--- src/rtl/car_motion_unit_if.sv ---
// car_motion_unit_if
//   Groups the controller-facing signals of the elevator car motion unit.
//   master : controller side (drives motor/direction, observes car status)
//   slave  : car_motion_unit side
//   motor       1 = movement requested, 0 = stop
//   direction   1 = up, 0 = down (meaningful while motor=1)
//   floor_cur   current / last-passed floor index
//   moving      car is between floors
//   arrive      one-cycle pulse when floor_cur changes
//   door_open   doors are open
//   limit_fault sticky end-of-shaft request fault
interface car_motion_unit_if;
    logic       motor;
    logic       direction;
    logic [4:0] floor_cur;
    logic       moving;
    logic       arrive;
    logic       door_open;
    logic       limit_fault;

    modport master (
        output motor, direction,
        input  floor_cur, moving, arrive, door_open, limit_fault
    );

    modport slave (
        input  motor, direction,
        output floor_cur, moving, arrive, door_open, limit_fault
    );
endinterface

--- src/rtl/car_motion_unit.sv ---
// car_motion_unit
//   Moves an elevator car one floor per TRAVEL_CYC cycles, opens the doors
//   for DOOR_CYC cycles after each stop, and flags requests that would drive
//   the car past either end of the shaft.
//   clk  : system clock, rising edge
//   rst  : synchronous active-high reset
//   bus  : car_motion_unit_if.slave (motor/direction in, car status out)
module car_motion_unit #(
    parameter int NUM_FLOORS  = 5,
    parameter int TRAVEL_CYC  = 8,
    parameter int DOOR_CYC    = 4,
    parameter int START_FLOOR = 0
) (
    input  logic               clk,
    input  logic               rst,
    car_motion_unit_if.slave   bus
);

    localparam int CW = (TRAVEL_CYC > 1) ? $clog2(TRAVEL_CYC) : 1;
    localparam int DW = (DOOR_CYC > 1) ? $clog2(DOOR_CYC) : 1;
    localparam logic [4:0]    TOP_FLOOR = 5'(NUM_FLOORS - 1);
    localparam logic [4:0]    INIT_FLOOR = 5'(START_FLOOR);
    localparam logic [CW-1:0] SEG_LAST = CW'(TRAVEL_CYC - 1);
    localparam logic [DW-1:0] DOOR_LAST = DW'(DOOR_CYC - 1);

    typedef enum logic [1:0] {PARKED, TRAVEL, DOORS} state_t;

    state_t        r_state, w_state_nxt;
    logic [CW-1:0] r_cnt, w_cnt_nxt;
    logic [DW-1:0] r_door_cnt, w_door_cnt_nxt;
    logic [4:0]    r_floor, w_floor_nxt;
    logic          r_dir, w_dir_nxt;
    logic          r_stop, w_stop_nxt;
    logic          r_arrive, w_arrive_nxt;
    logic          r_fault, w_fault_nxt;
    logic [4:0]    w_floor_step;

    // A move is illegal when it would leave the served floor range.
    function automatic logic illegal_move(input logic [4:0] floor, input logic up);
        return up ? (floor == TOP_FLOOR) : (floor == 5'd0);
    endfunction

    // Floor reached at the end of the current segment, using the latched direction.
    assign w_floor_step = r_dir ? (r_floor + 5'd1) : (r_floor - 5'd1);

    always_comb begin
        w_state_nxt    = r_state;
        w_cnt_nxt      = r_cnt;
        w_door_cnt_nxt = r_door_cnt;
        w_floor_nxt    = r_floor;
        w_dir_nxt      = r_dir;
        w_stop_nxt     = r_stop;
        w_arrive_nxt   = 1'b0;
        w_fault_nxt    = r_fault;
        case (r_state)
            PARKED: begin
                if (bus.motor) begin
                    if (illegal_move(r_floor, bus.direction)) begin
                        w_fault_nxt = 1'b1;
                    end else begin
                        w_state_nxt = TRAVEL;
                        w_cnt_nxt   = '0;
                        w_dir_nxt   = bus.direction;
                        w_stop_nxt  = 1'b0;
                    end
                end
            end
            TRAVEL: begin
                // A stop request is remembered but the segment is always finished.
                if (!bus.motor) w_stop_nxt = 1'b1;
                if (r_cnt == SEG_LAST) begin
                    w_cnt_nxt    = '0;
                    w_floor_nxt  = w_floor_step;
                    w_arrive_nxt = 1'b1;
                    if (r_stop || !bus.motor) begin
                        w_state_nxt    = DOORS;
                        w_door_cnt_nxt = '0;
                    end else if (illegal_move(w_floor_step, bus.direction)) begin
                        // Asked to keep going past an end floor: stop here and flag it.
                        w_fault_nxt    = 1'b1;
                        w_state_nxt    = DOORS;
                        w_door_cnt_nxt = '0;
                    end else begin
                        // Continue or reverse without passing through PARKED.
                        w_dir_nxt = bus.direction;
                    end
                end else begin
                    w_cnt_nxt = r_cnt + 1'b1;
                end
            end
            DOORS: begin
                if (r_door_cnt == DOOR_LAST) begin
                    w_state_nxt = PARKED;
                    w_stop_nxt  = 1'b0;
                end else begin
                    w_door_cnt_nxt = r_door_cnt + 1'b1;
                end
            end
            default: w_state_nxt = PARKED;
        endcase
    end

    always_ff @(posedge clk) begin
        if (rst) r_state <= PARKED;
        else     r_state <= w_state_nxt;
    end

    always_ff @(posedge clk) begin
        if (rst) begin
            r_cnt      <= '0;
            r_door_cnt <= '0;
            r_floor    <= INIT_FLOOR;
            r_dir      <= 1'b0;
            r_stop     <= 1'b0;
            r_arrive   <= 1'b0;
            r_fault    <= 1'b0;
        end else begin
            r_cnt      <= w_cnt_nxt;
            r_door_cnt <= w_door_cnt_nxt;
            r_floor    <= w_floor_nxt;
            r_dir      <= w_dir_nxt;
            r_stop     <= w_stop_nxt;
            r_arrive   <= w_arrive_nxt;
            r_fault    <= w_fault_nxt;
        end
    end

    assign bus.floor_cur   = r_floor;
    assign bus.moving      = (r_state == TRAVEL);
    assign bus.door_open   = (r_state == DOORS);
    assign bus.arrive      = r_arrive;
    assign bus.limit_fault = r_fault;

endmodule

--- src/flat_wrapper.sv ---
// flat-port wrapper written by rule: the top's interface ports become plain ports
module car_motion_unit_flat 
#(
    parameter int NUM_FLOORS  = 5,
    parameter int TRAVEL_CYC  = 8,
    parameter int DOOR_CYC    = 4,
    parameter int START_FLOOR = 0
)
  (clk, rst, bus_motor, bus_direction, bus_floor_cur, bus_moving, bus_arrive, bus_door_open, bus_limit_fault);
  car_motion_unit_if bus_i ();
  input  logic clk;
  input  logic rst;
  input wire logic [$bits(bus_i.motor)-1:0] bus_motor;
  input wire logic [$bits(bus_i.direction)-1:0] bus_direction;
  output wire logic [$bits(bus_i.floor_cur)-1:0] bus_floor_cur;
  output wire logic [$bits(bus_i.moving)-1:0] bus_moving;
  output wire logic [$bits(bus_i.arrive)-1:0] bus_arrive;
  output wire logic [$bits(bus_i.door_open)-1:0] bus_door_open;
  output wire logic [$bits(bus_i.limit_fault)-1:0] bus_limit_fault;
  assign bus_i.motor = bus_motor;
  assign bus_i.direction = bus_direction;
  assign bus_floor_cur = bus_i.floor_cur;
  assign bus_moving = bus_i.moving;
  assign bus_arrive = bus_i.arrive;
  assign bus_door_open = bus_i.door_open;
  assign bus_limit_fault = bus_i.limit_fault;
  car_motion_unit #(.NUM_FLOORS(NUM_FLOORS), .TRAVEL_CYC(TRAVEL_CYC), .DOOR_CYC(DOOR_CYC), .START_FLOOR(START_FLOOR)) u_core (.clk(clk), .rst(rst), .bus(bus_i));
endmodule
--- config.mk ---
export PLATFORM = sky130hd
export DESIGN_NAME = car_motion_unit_flat
export DESIGN_NICKNAME = d
export VERILOG_FILES = /design/src/rtl/car_motion_unit_if.sv /design/src/rtl/car_motion_unit.sv /design/src/flat_wrapper.sv
export SDC_FILE = /design/constraint.sdc
export NUM_CORES = 1
export LEC_CHECK = 0
export CORE_MARGIN = 2
export CORE_UTILIZATION = 25
export CTS_CLUSTER_DIAMETER = 150
export DETAILED_ROUTE_END_ITERATION = 8
export PLACE_DENSITY = 0.54
export SLEW_MARGIN = 0
export SYNTH_ARGS = -nofsm -noshare
export SYNTH_HDL_FRONTEND = slang
export SYNTH_SLANG_ARGS = --single-unit
--- constraint.sdc ---
create_clock -name clk -period 3.2 [get_ports clk]
set_input_delay 0.48 -clock clk [delete_from_list [all_inputs] [get_ports clk]]
set_output_delay 0.48 -clock clk [all_outputs]
set_load 0.01 [all_outputs]
==> results of run 1 <==
-- cell usage after synthesis, drive strengths merged --
library cell / number
and2: 2
o21ai: 3
ha: 7
nor2: 10
fa: 1
o21a: 3
o211ai: 3
nor2b: 2
nand2b: 5
a211oi: 1
buf: 1
nand4bb: 1
nor3: 4
o31ai: 1
nand2: 6
o31a: 1
or2: 1
a21oi: 14
a22oi: 2
mux2i: 1
dfxtp: 16
o32a: 1
xnor3: 3
a311oi: 1
nor4: 1
or3: 3
xnor2: 4
and3: 1
nand3: 1
a21o: 1
o22ai: 1
clkbuf: 2
inv: 4
-- final timing paths --
kind,slack [ps],end,cells after the start
setup reg to reg,910,u_core.r_dir,7
setup / recovery,910,u_core.r_dir,7
hold / removal,510,u_core.r_door_cnt[1],2
hold reg to reg,510,u_core.r_door_cnt[1],2
-- cells by family after synthesis --
family / after synthesis / synth area share, %
XOR/XNOR: 7 / 10.7
AO/OA/AOI/OAI: 32 / 22.0
buffers and inverters: 7 / 2.70
adder cells (fa/ha/maj): 8 / 11.1
AND/OR/NAND/NOR: 37 / 19.6
flip-flops: 16 / 32.9
multiplexers: 1 / 1.03
-- critical path, cell delays in order (launching register included) --
cell and delay, ps:
dfxtp_1 410, inv_1 160, fa_1 470, a21o_1 220, a21oi_4 190, xnor3_1 290, o31a_1 320, mux2i_1 120
-- area by class of cell --
cell class	count	area [sq um]	area share (%)
repair buffers	12	120	10.2
well taps	48	60.1	5.08
inverters	4	15.0	1.27
multi-input cells	85	626	52.9
flip-flops and latches	16	320	27.1
clock buffers	3	41.3	3.49
-- cells in the final DEF (no fill, tap or decap), types with 2 or more instances in the layout --
cell type        count
a21oi_1             13
a22oi_1              2
and2_1               2
clkbuf_8             3
clkdlybuf4s50_1     12
dfxtp_1             16
ha_1                 7
inv_1                3
nand2_1              6
nand2b_1             5
nor2_1              10
nor2b_1              2
nor3_1               4
o211ai_1             3
o21a_1               2
o21ai_0              2
or3_1                3
xnor2_1              4
xnor3_1              2
-- flip-flops by register name, indices dropped and copies added, names as in the netlist --
name and flops:
u_core.r_door_cnt 2, u_core.r_dir 1, u_core.r_stop 1, u_core.r_cnt 3, u_core.r_state 2, u_core.bus.arrive 1, u_core.bus.floor_cur 5, u_core.bus.limit_fault 1
-- metal layers --
layer  global-route usage [%]  routed length, microns
met1                     14.9                    1030
met2                     17.5                     943
met3                     3.41                      85
met4                     7.40                      75
met5                        0                       0
-- power by group through the flow --
stage / sequential, W / combinational, W / clock, W
final: 0.000209 / 0.0000469 / 0.000156
after global routing: 0.000209 / 0.0000534 / 0.000169
after CTS: 0.000208 / 0.0000474 / 0.000164
after detailed placement: 0.000213 / 0.0000471 / 0
after global placement: 0.000213 / 0.0000468 / 0
after floorplan: 0.000212 / 0.0000330 / 0
-- through the flow --
stage | std cells | area (sq um) | total power [W] | setup slack [ps] | hold WS, ps
floorplan | 108 | 972 | 0.000245 | 1090 | 468
global placement | 165 | 1140 | 0.000259 | 1010 | 488
detailed placement | 165 | 1140 | 0.000260 | 931 | 503
CTS | 168 | 1180 | 0.000419 | 907 | 513
global route | 168 | 1180 | 0.000431 | 821 | 542
finish | 168 | 1180 | 0.000412 | 909 | 511
==> impl_metrics.json, run 1 <==
{
  "avgSynthCellArea_sq_um": 9.00,
  "row_count": 22,
  "grt_max_degree": 19,
  "syn-num-nets": 120,
  "worst_r2r_startpoint": "u_core.r_dir",
  "power_density_nw_per_um2": 348,
  "dieHeight_microns": 66.4,
  "cp-end-kind": "register",
  "cts_buffers": 3,
  "worst_hold_startpoint": "u_core.r_door_cnt[1]",
  "combinationalPowerShare_pct": 11.4,
  "ant_nets": 0,
  "io_pins": 13,
  "fin_setup_tns_ps": 0,
  "clockBufferDepth": 2,
  "clk_latency_ps": 250,
  "num-fill-cells": 401,
  "finalCritPeriodShare_pct": 71.6,
  "finalCriticalPeriod_ps": 2290,
  "cts_tree": "yes",
  "worstSetupStartpointType": "register",
  "final_util_pct": 32.1,
  "grt_pass1_vias": 826,
  "die_w_microns": 66.4,
  "totalWireLength_microns": 2140,
  "finalHoldViolCount": 0,
  "via_per_inst": 4.88,
  "port_buffers": 12,
  "dr_total_vias": 819,
  "dp_hpwl_microns": 1580,
  "htreeDepth": 1,
  "grtUsageTotal_pct": 11.8,
  "power_switching_share_pct": 24.6,
  "die-area_sq_um": 4400,
  "status": "finished, final reports clean",
  "ys.warnings.count": 0,
  "path_class": "reg -> reg",
  "arrival_ps": 2440,
  "yosysTopAreaCell": "dfxtp_1",
  "synth.cell_area_sq_um": 972,
  "p_int_w": 0.000310,
  "wl_per_cell_microns": 12.7,
  "n_antenna_cell": 0,
  "holdBufCountCts": 0,
  "setup_viol": 0,
  "peakVddDrop_mv": 0.160,
  "fin_worst_skew_ps": 0.890,
  "drt_pre_antenna_iters": 6,
  "cp-startpoint": "u_core.r_dir",
  "coreArea_sq_um": 3690,
  "drc_errors": 0,
  "root_buffer": "clkbuf_8",
  "cp_max_fo": 5,
  "antenna_found_initial": 0,
  "p_leak_nw": 0.466,
  "gp_congestion": 0.743,
  "yosysTopAreaCellShare_pct": 32.9,
  "fin_nets": 134,
  "max_cap_viol_count": 0,
  "slew_violations": 0,
  "required_ps": 3340,
  "ys_seq_elements": 16,
  "synthCells": 108,
  "clk_pin_slew_worst_paths_ps": 60,
  "power_frac_clock_pct": 38.0,
  "ctsResizeCount": 0,
  "seq_power_share_pct": 50.6,
  "maxSlewHeadroom_pct": 56.4,
  "grt_pass1_wl_microns": 3840,
  "area_growth_pct": 21.6,
  "start_util_pct": 26.4,
  "initialDrtViolationCount": 33,
  "power.switching_w": 0.000101,
  "rsz0062_at_grt": "false",
  "drive_gt1_share_pct": 5.83,
  "clock_sinks": 16,
  "synth_cell_types": 38,
  "worstHoldPathType": "reg -> reg",
  "ys_top_cells_by_area": "dfxtp_1 (33%), ha_1 (9.0%), a21oi_1 (6.7%), xnor3_1 (4.6%), nor2_1 (3.9%)",
  "cts_setup_buffers": 0,
  "ys_seq_area_share_pct": 32.9,
  "worstMarginPinSlew_ps": 651,
  "fmax_mhz": 437,
  "gr-total-overflow": 0
}
Power figures use the tool's default switching activity.
==> inputs of run 2 (changes only) <==
- clock period: 3.2 -> 2.21 ns (I/O delays scaled with it)
==> run 2 against run 1 <==
Against the previous run: first-iteration DRC count is 55% lower; die area is the same; clock skew increased by 2.6 ps; final area grew 4.1%; global-route usage is 0.054 points higher; combinational power grew 58%; count of clock-buffer cells in the layout is 1 higher; sequential power rose by 44%; critical endpoint unchanged; highest routed layer unchanged; critical path type unchanged; utilization grew 1.3 points; critical path depth fell by 1; wire length is 5.8% higher; clock power rose by 67%.
==> impl_metrics.json, run 2 (synthesis results as in run 1) <==
{
  "peakVddDrop_mv": 0.379,
  "coreArea_sq_um": 3690,
  "fin_worst_skew_ps": 3.45,
  "gr-total-overflow": 0,
  "crit_chain": "fa_1, a21o_1, a21oi_4, xnor3_1, o31a_1, mux2i_1",
  "required_ps": 2360,
  "area_growth_pct": 26.6,
  "wl_per_cell_microns": 13.1,
  "htreeDepth": 1,
  "worst_hold_startpoint": "u_core.r_door_cnt[1]",
  "finalCritPeriodShare_pct": 94.4,
  "worstHoldPathType": "reg -> reg",
  "layout_common_cells": "dfxtp_1 (16), a21oi_1 (13), clkdlybuf4s50_1 (12)",
  "maxSlewHeadroom_pct": 67.5,
  "slowest_delay_ps": 470,
  "worstSetupStartpointType": "register",
  "grt_pass1_wl_microns": 3970,
  "p_leak_nw": 0.496,
  "crit_buf_inv": 0,
  "path_delay_family": "compound AO/OA/AOI/OAI gates",
  "cp-end-kind": "register",
  "power_density_nw_per_um2": 517,
  "worstMarginPinSlew_ps": 483,
  "cts_tree": "yes",
  "power.switching_w": 0.000147,
  "grtUsageTotal_pct": 11.9,
  "grt_max_degree": 12,
  "root_buffer": "clkbuf_8",
  "combinationalPowerShare_pct": 11.7,
  "whs_ps": 504,
  "rr_worst_depth": 6,
  "layout_commonest_cell": "dfxtp_1",
  "io_pins": 13,
  "fmax_mhz": 479,
  "power_w": 0.000636,
  "multi_input_comb_area_sq_um": 631,
  "layout.area.seq_sq_um": 320,
  "arrival_ps": 2230,
  "largest_reg_flops": 5,
  "ant_nets": 0,
  "final_area_sq_um": 1230,
  "r2r-end": "u_core.r_dir",
  "fin_nets": 138,
  "row_count": 22,
  "n_antenna_cell": 0,
  "drc_errors": 0,
  "clk_pin_slew_worst_paths_ps": 70,
  "port_buffers": 12,
  "die-area_sq_um": 4400,
  "totalWireLength_microns": 2260,
  "p_int_w": 0.000490,
  "rsz0062_at_grt": "false",
  "slew_violations": 0,
  "num-fill-cells": 400,
  "status": "finished, final reports clean",
  "drt_pre_antenna_iters": 4,
  "cts_buffers": 3,
  "clk_latency_ps": 250,
  "reg2reg_slack_ps": 120,
  "dieHeight_microns": 66.4,
  "dp_hpwl_microns": 1780,
  "die_w_microns": 66.4,
  "antenna_found_initial": 0,
  "finalHoldViolCount": 0,
  "worst_r2r_startpoint": "u_core.bus.floor_cur[0]",
  "clock_sinks": 16,
  "clockBufferDepth": 2,
  "power_frac_clock_pct": 41.0,
  "dpl_cell_area_sq_um": 1170,
  "initialDrtViolationCount": 15,
  "gp_congestion": 0.792,
  "hold_depth": 2,
  "worstHoldEndpoint": "u_core.r_door_cnt[1]",
  "max_cap_viol_count": 0,
  "start_util_pct": 26.4,
  "setup_viol": 0,
  "crit_path_top_delay_cell": "fa_1",
  "via_per_inst": 4.86,
  "cp_max_fo": 6,
  "fin_setup_tns_ps": 0,
  "power_switching_share_pct": 23.1,
  "finalCriticalPeriod_ps": 2090,
  "seq_power_share_pct": 47.3,
  "path_class": "reg -> reg",
  "drive_gt1_share_pct": 10.4,
  "dr_total_vias": 840,
  "grt_pass1_vias": 885
}
==> run 2: cell count changes in the layout (fill, tap and decap cells not counted), sizes merged <==
cell and delta:
buf +4, clkbuf +1
==> run 2: metal layers <==
metal,GRT usage [%],up-vias,share of wire (%)
met5,0,-,0
met4,5.10,0,2.2
met3,3.07,4,3.6
met2,19.5,17,48
met1,14.5,393,47
li1,-,426,-
==> run 2: repair_timing <==
action,4_1_cts,5_1_grt
endpoints found under the setup margin,0,1
hold buffers,0,0
gates resized for setup,0,1
setup buffers,0,0
==> run 2: final cells by class <==
type	instances	area share (%)
Clock buffer	4	4.47
Inverter	4	1.22
Multi-Input combinational cell	85	51.2
Sequential cell	16	26.0
Tap cell	48	4.88
Timing Repair Buffer	16	12.2
==> run 2: metrics by stage <==
stage                     cells  util, %  worst slack (ps)
after CTS                   173     33.2               107
after floorplan             108        -               103
final                       173     33.4               124
after detailed placement    169     31.8               123
after global placement      169     31.8               197
after global routing        173     33.4              21.1
==> run 2: worst register-to-register path, stage by stage (launching register included) <==
cell     delay (ps)
dfxtp_1         390
fa_1            470
a21o_1          210
a21oi_4         200
xnor3_1         290
o31a_1          310
mux2i_1         110
==> run 2: how the worst max path moves through the flow <==
| stage | startpoint | cells after the start | to |
|---|---|---|---|
| 6_report | u_core.bus.floor_cur[0] | 6 | u_core.r_dir |
| 3_5_place_dp | u_core.r_dir | 7 | u_core.r_dir |
| 2_1_floorplan | u_core.r_dir | 7 | u_core.r_dir |
| 5_1_grt | u_core.r_dir | 7 | u_core.r_dir |
| 4_1_cts | u_core.r_dir | 7 | u_core.r_dir |
| 3_3_place_gp | u_core.r_dir | 7 | u_core.r_dir |
==> run 2: power groups by stage <==
stage	Clock, W	Sequential, W	Combinational, W
2_1_floorplan	0	0.000307	0.0000478
3_3_place_gp	0	0.000307	0.0000719
3_5_place_dp	0	0.000308	0.0000739
4_1_cts	0.000273	0.000301	0.0000742
5_1_grt	0.000285	0.000302	0.0000824
6_report	0.000261	0.000301	0.0000742
